File: config.mk
export PLATFORM = sky130hd
export DESIGN_NAME = alu_execute
export DESIGN_NICKNAME = d
export VERILOG_FILES = /design/src/rtl/alu_execute.sv
export SDC_FILE = /design/constraint.sdc
export NUM_CORES = 1
export LEC_CHECK = 0
export ABC_AREA = 1
export CORE_ASPECT_RATIO = 1.25
export CORE_MARGIN = 3
export CORE_UTILIZATION = 45
export CTS_CLUSTER_DIAMETER = 120
export DETAILED_ROUTE_END_ITERATION = 16
export GPL_TIMING_DRIVEN = 0
export PLACE_DENSITY_LB_ADDON = 0.08
export SYNTH_ARGS = -nofsm -noshare
export SYNTH_HDL_FRONTEND = slang
export SYNTH_SLANG_ARGS = --single-unit
File: constraint.sdc
create_clock -name clk -period 2.7 [get_ports clk]
set_clock_uncertainty 0.1 [all_clocks]
set_input_delay 0.54 -clock clk [delete_from_list [all_inputs] [get_ports clk]]
set_output_delay 0.54 -clock clk [all_outputs]
set_load 0.02 [all_outputs]
File: src/rtl/alu_execute.sv
// R-format execute stage: single-cycle logic/arith ops plus an iterative
// shift-add multiplier, with a one-entry output holding register toward writeback.
module alu_execute #(
    parameter int WIDTH      = 32,
    parameter int MUL_CYCLES = WIDTH
) (
    input  logic             clk,
    input  logic             reset_input,
    input  logic             in_valid,
    output logic             in_ready,
    input  logic [3:0]       ALU_operation,
    input  logic [4:0]       rd_address_in,
    input  logic [WIDTH-1:0] rs_data,
    input  logic [WIDTH-1:0] rt_data,
    output logic             out_valid,
    output logic [WIDTH-1:0] out_data,
    output logic [4:0]       rd_address_out,
    output logic             write_enabled,
    output logic             illegal_op,
    input  logic             out_ready
);

    localparam logic [1:0] ST_IDLE = 2'd0;
    localparam logic [1:0] ST_MUL  = 2'd1;
    localparam logic [1:0] ST_HOLD = 2'd2;

    localparam logic [3:0] OP_AND  = 4'd0;
    localparam logic [3:0] OP_OR   = 4'd1;
    localparam logic [3:0] OP_ADD  = 4'd2;
    localparam logic [3:0] OP_XOR  = 4'd3;
    localparam logic [3:0] OP_NOR  = 4'd4;
    localparam logic [3:0] OP_SLTU = 4'd5;
    localparam logic [3:0] OP_SUB  = 4'd6;
    localparam logic [3:0] OP_SLT  = 4'd7;
    localparam logic [3:0] OP_MUL  = 4'd8;

    localparam int CNT_W = $clog2(MUL_CYCLES + 1);
    localparam logic [CNT_W-1:0] MUL_LAST = CNT_W'(MUL_CYCLES);

    logic [1:0]       state_q,     state_d;
    logic [WIDTH-1:0] out_data_q,  out_data_d;
    logic [4:0]       rd_q,        rd_d;
    logic             illegal_q,   illegal_d;
    logic             out_valid_q, out_valid_d;
    logic             in_ready_q,  in_ready_d;
    logic             we_q,        we_d;
    logic [WIDTH-1:0] mcand_q,     mcand_d;
    logic [WIDTH-1:0] mplier_q,    mplier_d;
    logic [WIDTH-1:0] acc_q,       acc_d;
    logic [CNT_W-1:0] cnt_q,       cnt_d;

    logic [WIDTH-1:0] alu_result_s;
    logic             alu_illegal_s;

    // Single-cycle operation decode straight from the input operands.
    always_comb begin
        alu_result_s  = {WIDTH{1'b0}};
        alu_illegal_s = 1'b0;
        case (ALU_operation)
            OP_AND:  alu_result_s = rs_data & rt_data;
            OP_OR:   alu_result_s = rs_data | rt_data;
            OP_ADD:  alu_result_s = rs_data + rt_data;
            OP_XOR:  alu_result_s = rs_data ^ rt_data;
            OP_NOR:  alu_result_s = ~(rs_data | rt_data);
            OP_SLTU: alu_result_s = {{(WIDTH-1){1'b0}}, (rs_data < rt_data)};
            OP_SUB:  alu_result_s = rs_data - rt_data;
            OP_SLT:  alu_result_s = {{(WIDTH-1){1'b0}}, ($signed(rs_data) < $signed(rt_data))};
            OP_MUL:  alu_result_s = {WIDTH{1'b0}};
            default: alu_illegal_s = 1'b1;
        endcase
    end

    // Next-state logic for the control FSM, multiplier and result register.
    always_comb begin
        state_d    = state_q;
        out_data_d = out_data_q;
        rd_d       = rd_q;
        illegal_d  = illegal_q;
        mcand_d    = mcand_q;
        mplier_d   = mplier_q;
        acc_d      = acc_q;
        cnt_d      = cnt_q;
        case (state_q)
            ST_IDLE: begin
                if (in_valid) begin
                    rd_d = rd_address_in;
                    if (ALU_operation == OP_MUL) begin
                        state_d    = ST_MUL;
                        mcand_d    = rs_data;
                        mplier_d   = rt_data;
                        acc_d      = {WIDTH{1'b0}};
                        cnt_d      = {CNT_W{1'b0}};
                        out_data_d = {WIDTH{1'b0}};
                        illegal_d  = 1'b0;
                    end else begin
                        state_d    = ST_HOLD;
                        out_data_d = alu_result_s;
                        illegal_d  = alu_illegal_s;
                    end
                end else begin
                    state_d = ST_IDLE;
                end
            end
            ST_MUL: begin
                // Steps run while cnt < MUL_CYCLES; the extra cycle transfers the product.
                if (cnt_q != MUL_LAST) begin
                    if (mplier_q[0]) begin
                        acc_d = acc_q + mcand_q;
                    end else begin
                        acc_d = acc_q;
                    end
                    mcand_d  = {mcand_q[WIDTH-2:0], 1'b0};
                    mplier_d = {1'b0, mplier_q[WIDTH-1:1]};
                    cnt_d    = cnt_q + CNT_W'(1);
                end else begin
                    state_d    = ST_HOLD;
                    out_data_d = acc_q;
                end
            end
            ST_HOLD: begin
                if (out_ready) begin
                    state_d = ST_IDLE;
                end else begin
                    state_d = ST_HOLD;
                end
            end
            default: state_d = ST_IDLE;
        endcase
        out_valid_d = (state_d == ST_HOLD);
        in_ready_d  = (state_d == ST_IDLE);
        we_d        = (state_d == ST_HOLD) && !illegal_d && (rd_d != 5'd0);
    end

    // State and output registers with synchronous reset.
    always_ff @(posedge clk) begin
        if (reset_input) begin
            state_q     <= ST_IDLE;
            out_data_q  <= {WIDTH{1'b0}};
            rd_q        <= 5'd0;
            illegal_q   <= 1'b0;
            out_valid_q <= 1'b0;
            in_ready_q  <= 1'b1;
            we_q        <= 1'b0;
            mcand_q     <= {WIDTH{1'b0}};
            mplier_q    <= {WIDTH{1'b0}};
            acc_q       <= {WIDTH{1'b0}};
            cnt_q       <= {CNT_W{1'b0}};
        end else begin
            state_q     <= state_d;
            out_data_q  <= out_data_d;
            rd_q        <= rd_d;
            illegal_q   <= illegal_d;
            out_valid_q <= out_valid_d;
            in_ready_q  <= in_ready_d;
            we_q        <= we_d;
            mcand_q     <= mcand_d;
            mplier_q    <= mplier_d;
            acc_q       <= acc_d;
            cnt_q       <= cnt_d;
        end
    end

    assign in_ready       = in_ready_q;
    assign out_valid      = out_valid_q;
    assign out_data       = out_data_q;
    assign rd_address_out = rd_q;
    assign write_enabled  = we_q;
    assign illegal_op     = illegal_q;

endmodule

* Word-level counts from Yosys, hierarchy flattened
Index checks and enable logic that the tools add are counted.
** Cells by class
- $add $sub $neg :: 4
- Equality and inequality tests :: 17
- Bitwise logic cells :: 4
- Reductions and logical operators :: 12
- Magnitude comparators :: 2
- Multiplexer cells :: 33
** Operators by type and width (number)
- 32-bit 2-to-1 mux :: 13
- 32-bit one-hot mux with 2 select lines :: 4
- 32-bit one-hot mux with 8 select lines :: 1
- 32-bit adder :: 2
- 32-bit < comparator :: 2
- 32-bit bitwise AND :: 1
- 32-bit NOT :: 1
- 32-bit bitwise OR :: 1
- 32-bit subtractor :: 1
- 32-bit XOR :: 1
- 6-bit 2-to-1 mux :: 3
- 4-bit by 3-bit == test with 1-bit output, second input constant :: 4
- 6-bit one-hot mux with 2 select lines :: 1
- 5-bit 2-to-1 mux :: 2
- 2-bit != test, second input constant :: 5
- 4-bit by 2-bit == test with 1-bit output, second input constant :: 2
- 2-bit 2-to-1 mux :: 4
- 8-bit OR reduction :: 1
- 6-bit by 1-bit adder with 6-bit output, second input constant :: 1
- 6-bit != test, second input constant :: 1
- 2-bit one-hot mux with 3 select lines :: 1
- 5-bit AND reduction :: 1
- 5-bit nonzero test :: 1
- 2-bit == test, second input constant :: 2
- other kinds (11) :: 16
** Word-level totals
- Output and inout bits :: 41
- Flip-flop bits (word level) :: 145
- Bits of input ports :: 77

* Depth between registers and ports, before layout
- Word-level depth :: 9
- Mapped depth :: 17
- Mapped depth without buffers :: 17

* Worst setup path after synthesis
No wires, ideal clock.
- Path kind :: input to register
- Start point :: in rs_data[0]
- End point :: reg out_data_q[0], in the netlist out_data[0]
- Stages on the path :: 17
- Path buffers :: 0
- Arrival time :: 2.099 ns
- Slack :: 0.431 ns
- Cell sequence :: inv_1 ha_1 inv_1 fa_1 nand3_1 nand2_1 nand2_1 nand2_1 nand2_1 nand3_1 nand2_1 nand2_1 nand2_1 nand3_1 nand2_1 nand2_1 a21oi_1
** On the way
- Longest elaborated chain between the ends :: 6
- Elaborated cells on any way between the ends :: 12
- Those cells by class :: add/sub: 2; order compare: 2; mux: 4; bitwise: 4
** RTL lines
- start: declaration :: RTL line 13 : input logic [WIDTH-1:0] rs_data,
- parallel branches: the longest is 2 deep, another holds 32-bit subtractor
- 32-bit one-hot mux with 8 select lines * :: RTL line 59 : case (ALU_operation)
- 32-bit 2-to-1 mux * :: RTL line 87 : if (ALU_operation == OP_MUL) begin
- 32-bit 2-to-1 mux * :: RTL line 85 : if (in_valid) begin
- 32-bit one-hot mux with 2 select lines * :: RTL line 83 : case (state_q)
- end signal: assignment :: RTL line 138 : out_data_q <= {WIDTH{1'b0}};
- end signal: assignment :: RTL line 150 : out_data_q <= out_data_d;
- end: declaration :: RTL line 41 : logic [WIDTH-1:0] out_data_q, out_data_d;
Every way passes the cells marked *. The select of a mux whose other input is x is not followed.
A chain may end at the register's enable or synchronous reset.

* Worst setup path in the final report
- Start point :: in ALU_operation[0]
- End point :: reg out_data_q[1], in the netlist out_data[1]
** On the way
- Longest elaborated chain between the ends :: 5
- Elaborated cells on any way between the ends :: 13
- Those cells by class :: eq/ne: 8; mux: 4; reduce/logical: 1
** RTL lines
- start: declaration :: RTL line 11 : input logic [3:0] ALU_operation,
- 4-bit by 3-bit == test with 1-bit output, or another cell as far along :: RTL line 59
- 32-bit one-hot mux with 8 select lines :: RTL line 59
- 32-bit 2-to-1 mux * :: RTL line 87
- 32-bit 2-to-1 mux * :: RTL line 85
- 32-bit one-hot mux with 2 select lines * :: RTL line 83
Every way passes the cells marked *; elsewhere a longest branch is shown, timed or not. The select of a mux whose other input is x is not followed.

==> metrics.md <==
| Metric | Value |
|---|---|
| Die H | `205 um` |
| Mapped Cells | `2416` |
| HP Class | `input pin to flop` |
| Starting Density | `0.458` |
| Logic pwr share | `0.325` |
| Antenna violations before repair | `0` |
| CP max FO | `10` |
| Routed WL | `59500 um` |
| Routability Congestion | `1.02` |
| Final nets | `2763` |
| Commonest non-fill, non-tap cell in the layout | `nand2_1` |
| Async SR Flop Fraction | `0` |
| I/O pins | `118` |
| Layout cell share with drive strength beyond 1 | `0.102` |
| Tcrit/Tclk final | `1.00` |
| Worst Tran Pin Value | `0.727 ns` |
| CTS sink cnt | `145` |
| Post-route cell area | `0.0170 mm2` |
| Total Routing Usage GR | `0.347` |
| Period minus WS final | `2.71 ns` |
| Initial drt markers | `1492` |
| Via/cell ratio | `5.58` |
| Setup violators final | `1` |
| Distinct cells, synth | `53` |
| Worst VDD drop | `438 uV` |
| Pint | `4.67 mW` |
| # DRC | `0` |
| Core Region | `0.0310 mm2` |
| CP top delay family | `buffers and inverters` |
| Max incr delay on CP | `0.59 ns` |
| CTS H-Tree Depth | `4` |
| Status | `complete, but fails checks` |
| Rel. slew slack | `0.515` |
| Number of synthesized flops with an enable pin | `0` |
| WL/cell | `20.0 um` |
| Most frequent cells in the layout | `nand2_1 (700), inv_1 (362), a21oi_1 (182)` |
| Unrepaired setup endpoints after global routing | `yes` |
| Pwr Density | `433 mW/mm2` |
| Top cell type's share of synthesized area | `0.204` |
| Post-place setup slack | `-0.985 ns` |
| Cell taking the most area after synthesis | `dfxtp_1` |
| Worst-Skew Late Latency | `0.43 ns` |
| Worst Path Buf+Inv | `3` |
| Clock transition at path regs | `0.07 ns` |
| Post-place instance area | `0.0159 mm2` |
| Failing checks | `setup timing` |
| Setup WS post-layout | `-0.00615 ns` |
| TritonRoute pass-1 iters | `6` |
| Final hold violation count | `0` |
| Largest net degree at the start of global routing | `17` |
| Area Overhead vs Synth | `20.0%` |
| Overflow after GRT | `0` |
| Cells along the critical path | `clkdlybuf4s50_1 -> inv_1 -> nor2_1 -> nand2_1 -> clkbuf_1 -> o22ai_1 -> o31ai_1 -> a21oi_1` |
| Bufs on Longest Clock Path | `2` |
| Core Rows | `72` |
| First-pass GRT wire length | `88800 um` |
| CTS tree | `yes` |
| Type of origin of the critical path | `input pin` |
| Cts bufs inserted | `17` |
| FF+latch count, synth | `145` |
| Detail Route Antenna Nets | `0` |
| Clk network pwr share | `0.349` |
| Hold WS | `0.350 ns` |
| Die Width | `165 um` |
| Synth top area cells | `dfxtp_1 (20%), nand2_1 (19%), ha_1 (12%), inv_1 (9.7%), a21oi_1 (7.0%)` |
| Layout Cells excl Fill | `2971` |
| NetSw | `2.70 mW` |
| Leak | `8.49 nW` |
| Sequential share of the synthesized area | `0.204` |
| Fmax | `370 MHz` |
| Endpoint class of the critical path | `flop` |
| Crit-path slowest cell | `clkdlybuf4s50_1` |
| Critical Path AT | `2.90 ns` |
| Crit Path Category | `input pin to flop` |
| Primary FF master, synth | `dfxtp_1` |
| IO buf count | `115` |
| Clock root buffer | `clkbuf_16` |
| Syn_nets | `2628` |
| Cell count after placement | `2938` |
| Total of max-cap violations | `0` |
| N_diodes | `0` |
| Post-Syn Area per Cell | `5.88 um2` |
| Slew Viols, Final | `0` |
| Die ar. | `0.0337 mm2` |
| Vias post-DR | `16.6k` |
| Required @ worst endpoint | `2.89 ns` |
| Placed wire-length estimate | `49500 um` |
| Post-Syn Area | `0.0142 mm2` |
| Vias in the first global route | `15.6k` |
| Sw frac | `0.367` |
| Flop pwr share | `0.326` |
| Synth warn | `0` |
[power groups by stage]
| stage | Sequential [mW] | Clock, mW | Combinational (mW) |
|---|---|---|---|
| global route | 2.41 | 2.69 | 2.63 |
| global placement | 2.44 | 0 | 2.20 |
| CTS | 2.40 | 2.58 | 2.27 |
| floorplan | 2.47 | 0 | 1.32 |
| detailed placement | 2.44 | 0 | 2.22 |
| finish | 2.40 | 2.58 | 2.40 |
[through the flow]
step	util	setup TNS [ns]	total power [mW]
after floorplan	-	0	3.79
after global routing	0.550	-0.0265	7.73
final	0.550	-0.00615	7.38
after global placement	0.512	-58.26	4.64
after detailed placement	0.512	-58.43	4.66
after CTS	0.540	-0.0153	7.26
[worst register-to-register path: stages, from the launching register on]
cell and delay [ns]:
dfxtp_1 0.34, ha_1 0.26, fa_2 0.39, nand2_1 0.10, nand3_1 0.06, o21ai_0 0.13
inv_1 0.13, a21oi_2 0.18, inv_1 0.14, nand3_1 0.12, nand3_2 0.13, a21oi_2 0.14
o21ai_1 0.09, a21oi_1 0.12
[logic make-up (layout without fill, tap and decap cells)]
group / count (synthesis) / in the layout / share of synthesized area
adder cells (fa/ha/maj): 135 / 135 / 0.121
buffers and inverters: 475 / 623 / 0.132
XOR/XNOR: 4 / 4 / 0.00247
multiplexers: 5 / 5 / 0.00352
AO/OA/AOI/OAI: 532 / 532 / 0.213
flip-flops: 145 / 145 / 0.204
AND/OR/NAND/NOR: 1120 / 1120 / 0.324
[timing repair]
action,4_1_cts,5_1_grt
cloned,0,0
pin swaps,1,8
setup endpoints to repair,44,46
gates resized for setup,138,154
buffers inserted,0,2
hold buffers,0,0
[final cells by class]
cell class / count / area [um2]
Clock buffer: 20 / 457
Inverter: 373 / 1410
Multi-Input combinational cell: 1796 / 9960
Timing Repair Buffer: 117 / 1090
Tap cell: 407 / 509
Clock inverter: 12 / 180
Buffer: 101 / 539
Fill cell: 3309 / 14000
Sequential cell: 145 / 2900
[Yosys cell counts, types with 4 or more instances]
cell type and number:
a21o_1 8, a21oi_1 199, a21oi_2 8, a221oi_1 26, a31oi_1 62, and2_1 4
buf_1 4, buf_2 43, buf_6 4, clkbuf_1 49, dfxtp_1 145, ha_1 132
inv_1 368, inv_2 4, mux2i_1 5, nand2_1 728, nand3_1 165, nand4_1 20
nor2_1 155, nor3_1 21, nor4_1 4, o211ai_1 4, o21ai_0 159, o21ai_1 10
o21bai_1 12, o22ai_1 25, or2_2 5
[flip-flops by register name (all words and copies together), names as in the netlist]
| name | count |
|---|---|
| mplier_q | 32 |
| state_q | 2 |
| in_ready | 1 |
| mcand_q | 32 |
| out_data | 32 |
| illegal_op | 1 |
| rd_address_out | 5 |
| acc_q | 32 |
| write_enabled | 1 |
| out_valid | 1 |
| cnt_q | 6 |
[worst paths after layout]
check,startpoint,to,slack [ns],cells after the start
worst max-delay path,ALU_operation[0],out_data[1],-0.006,8
worst min-delay path,rs_data[0],mcand_q[0],0.35,3
worst max register to register,mcand_q[0],acc_q[24],0.19,13
worst min register to register,cnt_q[5],cnt_q[5],0.36,1
[routing by layer]
layer | global-route usage | vias to the layer above | share of wire
li1 | - | 8152 | -
met1 | 0.422 | 7700 | 0.40
met2 | 0.612 | 600 | 0.49
met3 | 0.0362 | 140 | 0.056
met4 | 0.155 | 0 | 0.051
met5 | 0 | - | 0
Note: power is estimated with default switching activity, not from simulation.
==> RTL edit, RTL diff (same flow settings) <==
Remove the register `we_q`: a continuous assignment takes its place, so the output `write_enabled` follows one clock earlier.
--- a/src/rtl/alu_execute.sv
+++ b/src/rtl/alu_execute.sv
@@ -140,7 +140,6 @@
             illegal_q   <= 1'b0;
             out_valid_q <= 1'b0;
             in_ready_q  <= 1'b1;
-            we_q        <= 1'b0;
             mcand_q     <= {WIDTH{1'b0}};
             mplier_q    <= {WIDTH{1'b0}};
             acc_q       <= {WIDTH{1'b0}};
@@ -152,13 +151,14 @@
             illegal_q   <= illegal_d;
             out_valid_q <= out_valid_d;
             in_ready_q  <= in_ready_d;
-            we_q        <= we_d;
             mcand_q     <= mcand_d;
             mplier_q    <= mplier_d;
             acc_q       <= acc_d;
             cnt_q       <= cnt_d;
         end
     end
+
+    assign we_q = we_d;
 
     assign in_ready       = in_ready_q;
     assign out_valid      = out_valid_q;
Function: changed (a bounded check fails within 4 cycles, from zero or initial values and one cycle with reset_input high).
==> RTL edit against the unedited design <==
- worst setup slack better by 0.064 ns
- sequential cell count is 1 lower
- final area is 0.13% lower
- wire length is 0.15% higher
- critical endpoint is now out_data[20]$_SDFFE_PP0P_
- synthesized area is 0.64% lower
- cell count stayed put
- sequential share of layout area is 0.088 points lower
- power is 4.3% lower
==> RTL edit: results (changes against the unedited design) <==
The total of buffers placed on input and output ports was 116 (was 115); the wire length of the first global-routing pass was 88.6 mm (was 88.8 mm). The peak supply drop came out at 426 µV (was 438 µV). The worst slack at placement is -0.961 ns (was -0.985 ns), and the power dissipated in the clock network is 0.00264 W (was 0.00258 W). The net total in the final layout came out at 2,768 (was 2,763). Leakage power summed over all cells: 8.50 nW (was 8.49 nW). The fraction of final layout cells with drive strength greater than 1 was 9.58% (was 10.2%). The layout filler cell count came out at 3,165 (was 3,309).

For the global routing met2 resource utilization, the log shows 61.2% (about the same). The routed metal-1 wirelength came out at 23.3 mm (was 23.8 mm). The number of signal-net buffers in the layout is 228 (was 218).

The run gives 2.87 ns (was 2.90 ns) as the worst path arrival time. The global routing usage on met1 was 41.4% (was 42.2%); the detailed-routing iteration count for the pre-antenna-repair pass was 7 (was 6). The register-to-register setup slack was 0.16 ns (was 0.19 ns). Most frequent cells after synthesis: 728 x sky130_fd_sc_hd__nand2_1, 358 x sky130_fd_sc_hd__inv_1, 209 x sky130_fd_sc_hd__a21oi_1 (was 728 x sky130_fd_sc_hd__nand2_1, 368 x sky130_fd_sc_hd__inv_1, 199 x sky130_fd_sc_hd__a21oi_1). The net switching fraction of the power was 35.0% (was 36.7%). The final weighted congestion of routability-driven global placement was 1.03 (was 1.02); the count of distinct cell types in the synthesized netlist was 50 (was 53). The number of antenna diodes is 1 (was 0). The total met3 wirelength after detailed routing is 3.89 mm (was 3.36 mm). The HPWL reported at the end of detailed placement is 49.5 mm (about the same). The capturing element of the worst setup path was out_data[20]$_SDFFE_PP0P_ (was out_data[1]$_SDFFE_PP0P_).

The net count of the mapped netlist is 2,622 (was 2,628), and the final wirelength is 59.6 mm (was 59.5 mm). The sequential share of cell area works out to 16.9% (was 17.0%). The worst setup path startpoint was ALU_operation[3] (was ALU_operation[0]). The tools report the instance count after placement with tap cells included as 2,927 (was 2,938). The number of combinational gates with multiple inputs is 1,800 (was 1,796). The run gives 34.8% (was 34.7%) as the overall global routing resource usage. For the wire length on met2, the log shows 28.7 mm (was 29.4 mm). Fraction of area in clock buffers and inverters: 3.84% (was 3.74%). The final-layout setup total negative slack was 0 ns (was -0.00615 ns). The portion of total power attributed to combinational logic was 30.2% (was 32.5%). The flow ran to the end, and the final reports show no timing, DRC or antenna violations.

The final hold slack is 0.358 ns (was 0.350 ns). The area of placed instances is 15,800 µm² (was 15,900 µm²). Fraction of the yosys area taken by sequential cells: 20.4% (about the same). Top cells by area in the synthesized netlist: sky130_fd_sc_hd__dfxtp_1 20%, sky130_fd_sc_hd__nand2_1 19%, sky130_fd_sc_hd__ha_1 12% (unchanged). The non-clock buffer contribution to total cell area was 9.95% (was 9.55%). The total number of vias was 16,700 (was 16,600). The peak clock frequency supported by timing is 378 MHz (was 370 MHz), and the total of flip-flops plus latches after synthesis is 144 (was 145). The per-instance average area after synthesis is 5.86 µm² (was 5.88 µm²). The run gives 46.6% (was 51.5%) as the tightest slew margin relative to the limit.
-- RTL edit: changes by cell type in the layout (fill, tap and decap cells not counted), moves of 6 or more --
cell / change
sky130_fd_sc_hd__clkbuf_2: -15
sky130_fd_sc_hd__clkbuf_1: +11
sky130_fd_sc_hd__dlygate4sd2_1: +11
sky130_fd_sc_hd__inv_1: -10
sky130_fd_sc_hd__nor2_1: +10
sky130_fd_sc_hd__a21oi_1: +8
sky130_fd_sc_hd__buf_4: +7
sky130_fd_sc_hd__o21ai_0: +7
sky130_fd_sc_hd__o21ai_1: -7
sky130_fd_sc_hd__a21oi_2: -6
sky130_fd_sc_hd__a221oi_1: +6
sky130_fd_sc_hd__buf_2: +6
sky130_fd_sc_hd__nand3_1: -6
-- RTL edit: worst max-delay path: stages --
cell                            delay, ns
sky130_fd_sc_hd__dlygate4sd2_1       0.32
sky130_fd_sc_hd__nor2_1              0.13
sky130_fd_sc_hd__nand2_1             0.12
sky130_fd_sc_hd__clkbuf_1            0.62
sky130_fd_sc_hd__o22ai_1             0.13
sky130_fd_sc_hd__a221oi_1            0.49
sky130_fd_sc_hd__nand3_1             0.29
sky130_fd_sc_hd__nand2_1             0.14
sky130_fd_sc_hd__a21oi_1             0.07
-- RTL edit: kinds of logic after synthesis --
family                   Yosys count  synth area share (%)
AO/OA/AOI/OAI                    532                  21.1
XOR/XNOR                           5                 0.310
adder cells (fa/ha/maj)          135                  12.1
buffers and inverters            466                  12.9
flip-flops                       144                  20.4
multiplexers                       5                 0.355
AND/OR/NAND/NOR                 1123                  32.7
-- RTL edit: timing repair --
item / CTS / global route
pin swaps: 4 / 14
setup buffers: 3 / 8
hold buffers: 0 / 0
resized for setup: 129 / 135
endpoints found under the setup margin: 65 / 35
